===== config.mk =====
export PLATFORM = sky130hd
export DESIGN_NAME = mmss_timer
export DESIGN_NICKNAME = d
export VERILOG_FILES = /design/src/rtl/mmss_timer.sv
export SDC_FILE = /design/constraint.sdc
export NUM_CORES = 1
export LEC_CHECK = 0
export CORE_ASPECT_RATIO = 1.25
export CORE_MARGIN = 8
export CORE_UTILIZATION = 35
export DETAILED_ROUTE_END_ITERATION = 8
export GPL_TIMING_DRIVEN = 0
export MAX_ROUTING_LAYER = met4
export SLEW_MARGIN = 15
export SYNTH_ARGS = -nofsm -noshare
export SYNTH_HDL_FRONTEND = slang
export SYNTH_SLANG_ARGS = --single-unit

===== constraint.sdc =====
create_clock -name clk_sys -period 2.2 [get_ports clk_sys]
set_input_delay 0.22 -clock clk_sys [delete_from_list [all_inputs] [get_ports clk_sys]]
set_output_delay 0.22 -clock clk_sys [all_outputs]
set_load 0.02 [all_outputs]

===== src/rtl/mmss_timer.sv =====
// mmss_timer: minutes:seconds stopwatch/countdown core on clk_sys.
// A 1 Hz count prescaler and a free-running adjust-rate prescaler produce
// single-cycle enables. Per-cycle priority is rst > load > pause > adj >
// normal count. All outputs are registered.
module mmss_timer #(
    parameter int CLK_HZ  = 100000000,
    parameter int ADJ_HZ  = 2,
    parameter int SEC_MOD = 60,
    parameter int MIN_MOD = 60,
    parameter int W       = 7
) (
    input  logic         clk_sys,
    input  logic         rst,
    input  logic         pause,
    input  logic         adj,
    input  logic         sel,
    input  logic         dir,
    input  logic         load,
    input  logic [W-1:0] load_min,
    input  logic [W-1:0] load_sec,
    output logic [W-1:0] minutes,
    output logic [W-1:0] seconds,
    output logic         sec_tick,
    output logic         wrap,
    output logic         done
);

    localparam int ADJ_DIV = CLK_HZ / ADJ_HZ;
    localparam int P1W     = (CLK_HZ > 1)  ? $clog2(CLK_HZ)  : 1;
    localparam int PAW     = (ADJ_DIV > 1) ? $clog2(ADJ_DIV) : 1;

    localparam logic [P1W-1:0] P1_LAST  = P1W'(CLK_HZ - 1);
    localparam logic [PAW-1:0] PA_LAST  = PAW'(ADJ_DIV - 1);
    localparam logic [W-1:0]   SEC_LAST = W'(SEC_MOD - 1);
    localparam logic [W-1:0]   MIN_LAST = W'(MIN_MOD - 1);
    localparam logic [W-1:0]   ONE      = W'(1);

    logic [P1W-1:0] p1;
    logic [PAW-1:0] pa;
    logic           tick1;
    logic           tick_a;

    // Terminal-count enables; pause/adj gating of tick1 is handled by the
    // priority chain in the field register block.
    assign tick1  = (p1 == P1_LAST);
    assign tick_a = (pa == PA_LAST);

    // One-second prescaler: frozen by pause/adj so the partial second survives.
    always_ff @(posedge clk_sys) begin
        if (rst) begin
            p1 <= '0;
        end else if (load) begin
            p1 <= '0;
        end else if (!pause && !adj) begin
            if (tick1) p1 <= '0;
            else       p1 <= p1 + P1W'(1);
        end
    end

    // Adjust-rate prescaler: free running, only reset clears it.
    always_ff @(posedge clk_sys) begin
        if (rst) begin
            pa <= '0;
        end else if (tick_a) begin
            pa <= '0;
        end else begin
            pa <= pa + PAW'(1);
        end
    end

    // Field registers, count pulses and the sticky countdown flag.
    always_ff @(posedge clk_sys) begin
        if (rst) begin
            minutes  <= '0;
            seconds  <= '0;
            sec_tick <= 1'b0;
            wrap     <= 1'b0;
            done     <= 1'b0;
        end else begin
            sec_tick <= 1'b0;
            wrap     <= 1'b0;
            if (load) begin
                minutes <= (load_min > MIN_LAST) ? MIN_LAST : load_min;
                seconds <= (load_sec > SEC_LAST) ? SEC_LAST : load_sec;
                done    <= 1'b0;
            end else if (pause) begin
                // everything holds
            end else if (adj) begin
                if (tick_a) begin
                    if (sel) begin
                        seconds <= (seconds == SEC_LAST) ? '0 : seconds + ONE;
                    end else begin
                        minutes <= (minutes == MIN_LAST) ? '0 : minutes + ONE;
                    end
                end
            end else if (tick1) begin
                if (!dir) begin
                    sec_tick <= 1'b1;
                    if (seconds == SEC_LAST) begin
                        seconds <= '0;
                        if (minutes == MIN_LAST) begin
                            minutes <= '0;
                            wrap    <= 1'b1;
                        end else begin
                            minutes <= minutes + ONE;
                        end
                    end else begin
                        seconds <= seconds + ONE;
                    end
                end else if (minutes != '0 || seconds != '0) begin
                    sec_tick <= 1'b1;
                    if (seconds == '0) begin
                        seconds <= SEC_LAST;
                        minutes <= minutes - ONE;
                    end else begin
                        seconds <= seconds - ONE;
                    end
                    // about to reach 0:0 on this step
                    if (minutes == '0 && seconds == ONE) done <= 1'b1;
                end
            end
        end
    end

endmodule


==> flow_summary.yaml <==
sta:
  max_freq_ghz: 0.456
  hold_viol_final: 0
  finalSetupViolCount: 0
  worst_slew_pin_slew_ns: 0.592
  finalWorstSetupSlack_ns: 0.00495
  fin_crit_sh_pct: 99.8
  setup_tns_ns: 0
  slew_headroom_pct: 60.5
  slew_viol_final: 0
  rsz0062_at_grt: "true"
  hold-worst-slack_ns: 0.473
  skew_ns: 0.00818
  min_period_ns: 2.20
yosys:
  syn_nets: 516
  yosysSeqAreaShare_pct: 35.8
  synth.yosys.warnings: 0
  synth_ff_type: "dfxtp_1"
  synth_enable_flop_cells: 0
  avgSynthCellArea_um2: 8.03
  yosysUniqueCellTypes: 59
  synthesis.area_um2: 3910
  synthCells: 487
  synth-seq-cells: 70
  postSynth.asyncResetShare_pct: 0
worst_setup_path:
  critPathMaxFanout: 7
  worstPathRequired_ns: 2.39
  start_kind: "flip-flop"
  path_class: "reg2reg"
  crit_chain: "or4_4, nor3_4, nand2_2, a31oi_4, buf_6, buf_4, mux2i_1, a211oi_1"
  max_stage_delay_ns: 0.55
  setup.worst_path.end_class: "flip-flop"
  r2r_start: "minutes[2]$_SDFFE_PP0P_"
  crit_start: "minutes[2]$_SDFFE_PP0P_"
  cp.arrival_ns: 2.38
  crit_family: "simple AND/OR/NAND/NOR gates"
  cpMaxStageDelayCell: "or4_4"
  path_buf_inv: 2
finish:
  drive_above_1_share_pct: 15.6
  final_common_cell: "nor2_1"
  instances_no_fill: 685
  areaGrowthSynthToFinish_pct: 29.1
  seqCellArea_um2: 1430
  fillers: 1085
  multi_input_area_um2: 2560
  stdcell_area_um2: 5050
  final_cell_mix: "69 x nor2_1, 54 x dfxtp_1, 44 x nand2_1"
  utilization_pct: 46.0
  fin_nets: 575
  antennaDiodeCount: 0
die:
  num_rows: 43
  start_util_pct: 35.6
  die_w_um: 111
  die_y_um: 134
  dieArea_um2: 14800
  boundaryPins: 38
  core_um2: 11000
cts:
  htree_levels: 3
  cts-root-buf: "clkbuf_16"
  clk_pin_slew_worst_paths_ns: 0.06
  cts_tree: "yes"
  numCtsBuffers: 9
  insertion_delay_ns: 0.34
  clock-sinks: 70
  postCtsHoldBufs: 0
  clock_path_buffers: 2
detailed_routing:
  viasPerCell: 5.45
  drt_iter0_markers: 212
  drcViolationCount: 0
  via_count: 3735
  first_pass_iters: 5
  wire_per_inst_um: 15.5
  drt_wl_total_um: 10600
  drt.antenna.violating_nets: 0
placement:
  hpwlAfterDp_um: 7680
  dpl.cell_count: 659
  port_buffers: 37
  globalplace.congestion: 0.898
  place_area_um2: 4450
  post-place-ws_ns: -0.402
pwr:
  total_power_mw: 3.03
  power.leakage_nw: 1.73
  power_density_nw_per_um2: 601
  ir_drop_uv: 254
global_routing:
  grt_max_degree: 12
  grt_pass1_wl_um: 17800
  antenna_found_initial: 0
  grtUsageTotal_pct: 14.8
  grt_pass1_vias: 3718
  globalRouteOverflowTotal: 0
min_path:
  min_path_type: "reg2reg"
  hp-start: "pa[0]$_SDFF_PP0_"
status:
  status: "finished, final reports clean"
run:
  drv_cap: 0
-- sequential cells by signal, summed over array words and instances (netlist names) --
register  cells
sec_tick      1
minutes       7
wrap          1
p1           27
done          1
seconds       7
pa           26
-- metal layers --
metal | part of all wire [%] | wire length (µm) | track usage, % | up-vias
met5 | 0 | 0 | - | -
met3 | 3.6 | 378 | 2.28 | 23
met4 | 3.0 | 321 | 9.03 | 0
met2 | 51 | 5400 | 25.4 | 102
li1 | - | - | - | 1873
met1 | 43 | 4530 | 15.7 | 1737
-- Yosys cell counts, types with 2 or more instances --
cell | n | area share (%)
o211ai_1 | 3 | 0.58
nand2_1 | 45 | 4.3
nor4_4 | 2 | 1.1
and3_1 | 6 | 0.96
a211oi_1 | 5 | 0.96
ha_1 | 8 | 2.6
nand4_1 | 25 | 4.0
clkbuf_1 | 14 | 1.3
nor3b_1 | 2 | 0.38
xnor2_1 | 14 | 3.1
buf_2 | 3 | 0.38
or3_1 | 8 | 1.3
nor2_1 | 70 | 6.7
mux2i_1 | 3 | 0.77
and4_1 | 6 | 1.3
nand3_1 | 33 | 4.2
a211o_1 | 2 | 0.45
nor4_1 | 8 | 1.3
or4_1 | 2 | 0.38
xor2_1 | 34 | 7.6
buf_1 | 2 | 0.19
nor4bb_1 | 3 | 0.77
o21ai_0 | 21 | 2.7
or4_4 | 2 | 0.58
nand4bb_1 | 3 | 0.86
and4b_1 | 2 | 0.51
nor2b_1 | 3 | 0.48
a21oi_1 | 17 | 2.2
inv_1 | 11 | 1.1
dfxtp_1 | 70 | 36
o31ai_1 | 3 | 0.58
nand3b_1 | 2 | 0.38
nand2b_1 | 5 | 0.80
and2_1 | 4 | 0.64
or2_2 | 4 | 0.64
nor3_1 | 13 | 1.7
a31oi_1 | 7 | 1.1
-- worst register-to-register path, stage by stage (launching register included) --
cell and delay [ns]:
dfxtp_2 0.35, or4_4 0.55, nor3_4 0.26, nand2_2 0.12
a31oi_4 0.23, buf_6 0.16, buf_4 0.11, mux2i_1 0.17
a211oi_1 0.09
-- power by group --
group	total [mW]	leakage [nW]	internal (mW)	switching [mW]
Sequential	1.33	0.575	1.29	0.0353
Combinational	0.345	1.01	0.151	0.194
Clock	1.36	0.137	0.812	0.550
-- cells by family after synthesis --
family / count (synthesis) / synth area share (%)
AND/OR/NAND/NOR: 249 / 33.7
AO/OA/AOI/OAI: 77 / 13.0
flip-flops: 70 / 35.8
XOR/XNOR: 48 / 10.8
buffers and inverters: 32 / 3.39
adder cells (fa/ha/maj): 8 / 2.56
multiplexers: 3 / 0.768
-- repair_timing --
item / CTS / global route
pin swaps: 15 / 6
endpoints found under the setup margin: 54 / 57
setup buffers: 9 / 5
resized for setup: 39 / 27
cloned: 1 / 0
-- worst paths after layout --
| check | endpoint | slack (ns) | depth (start not counted) |
|---|---|---|---|
| setup / recovery | seconds[3]$_SDFFE_PP0P_ | 0.005 | 8 |
| hold / removal | pa[0]$_SDFF_PP0_ | 0.47 | 1 |
| setup reg to reg | seconds[3]$_SDFFE_PP0P_ | 0.005 | 8 |
| hold reg to reg | pa[0]$_SDFF_PP0_ | 0.47 | 1 |
-- area by class of cell --
type | instances | area share (%)
multi-input cells | 386 | 50.7
flip-flops and latches | 70 | 28.3
repair buffers | 51 | 9.64
clock buffers | 11 | 5.01
well taps | 135 | 3.35
plain buffers | 17 | 1.81
inverters | 11 | 0.818
clock inverters | 4 | 0.446
(Power assumes the default switching activity.)
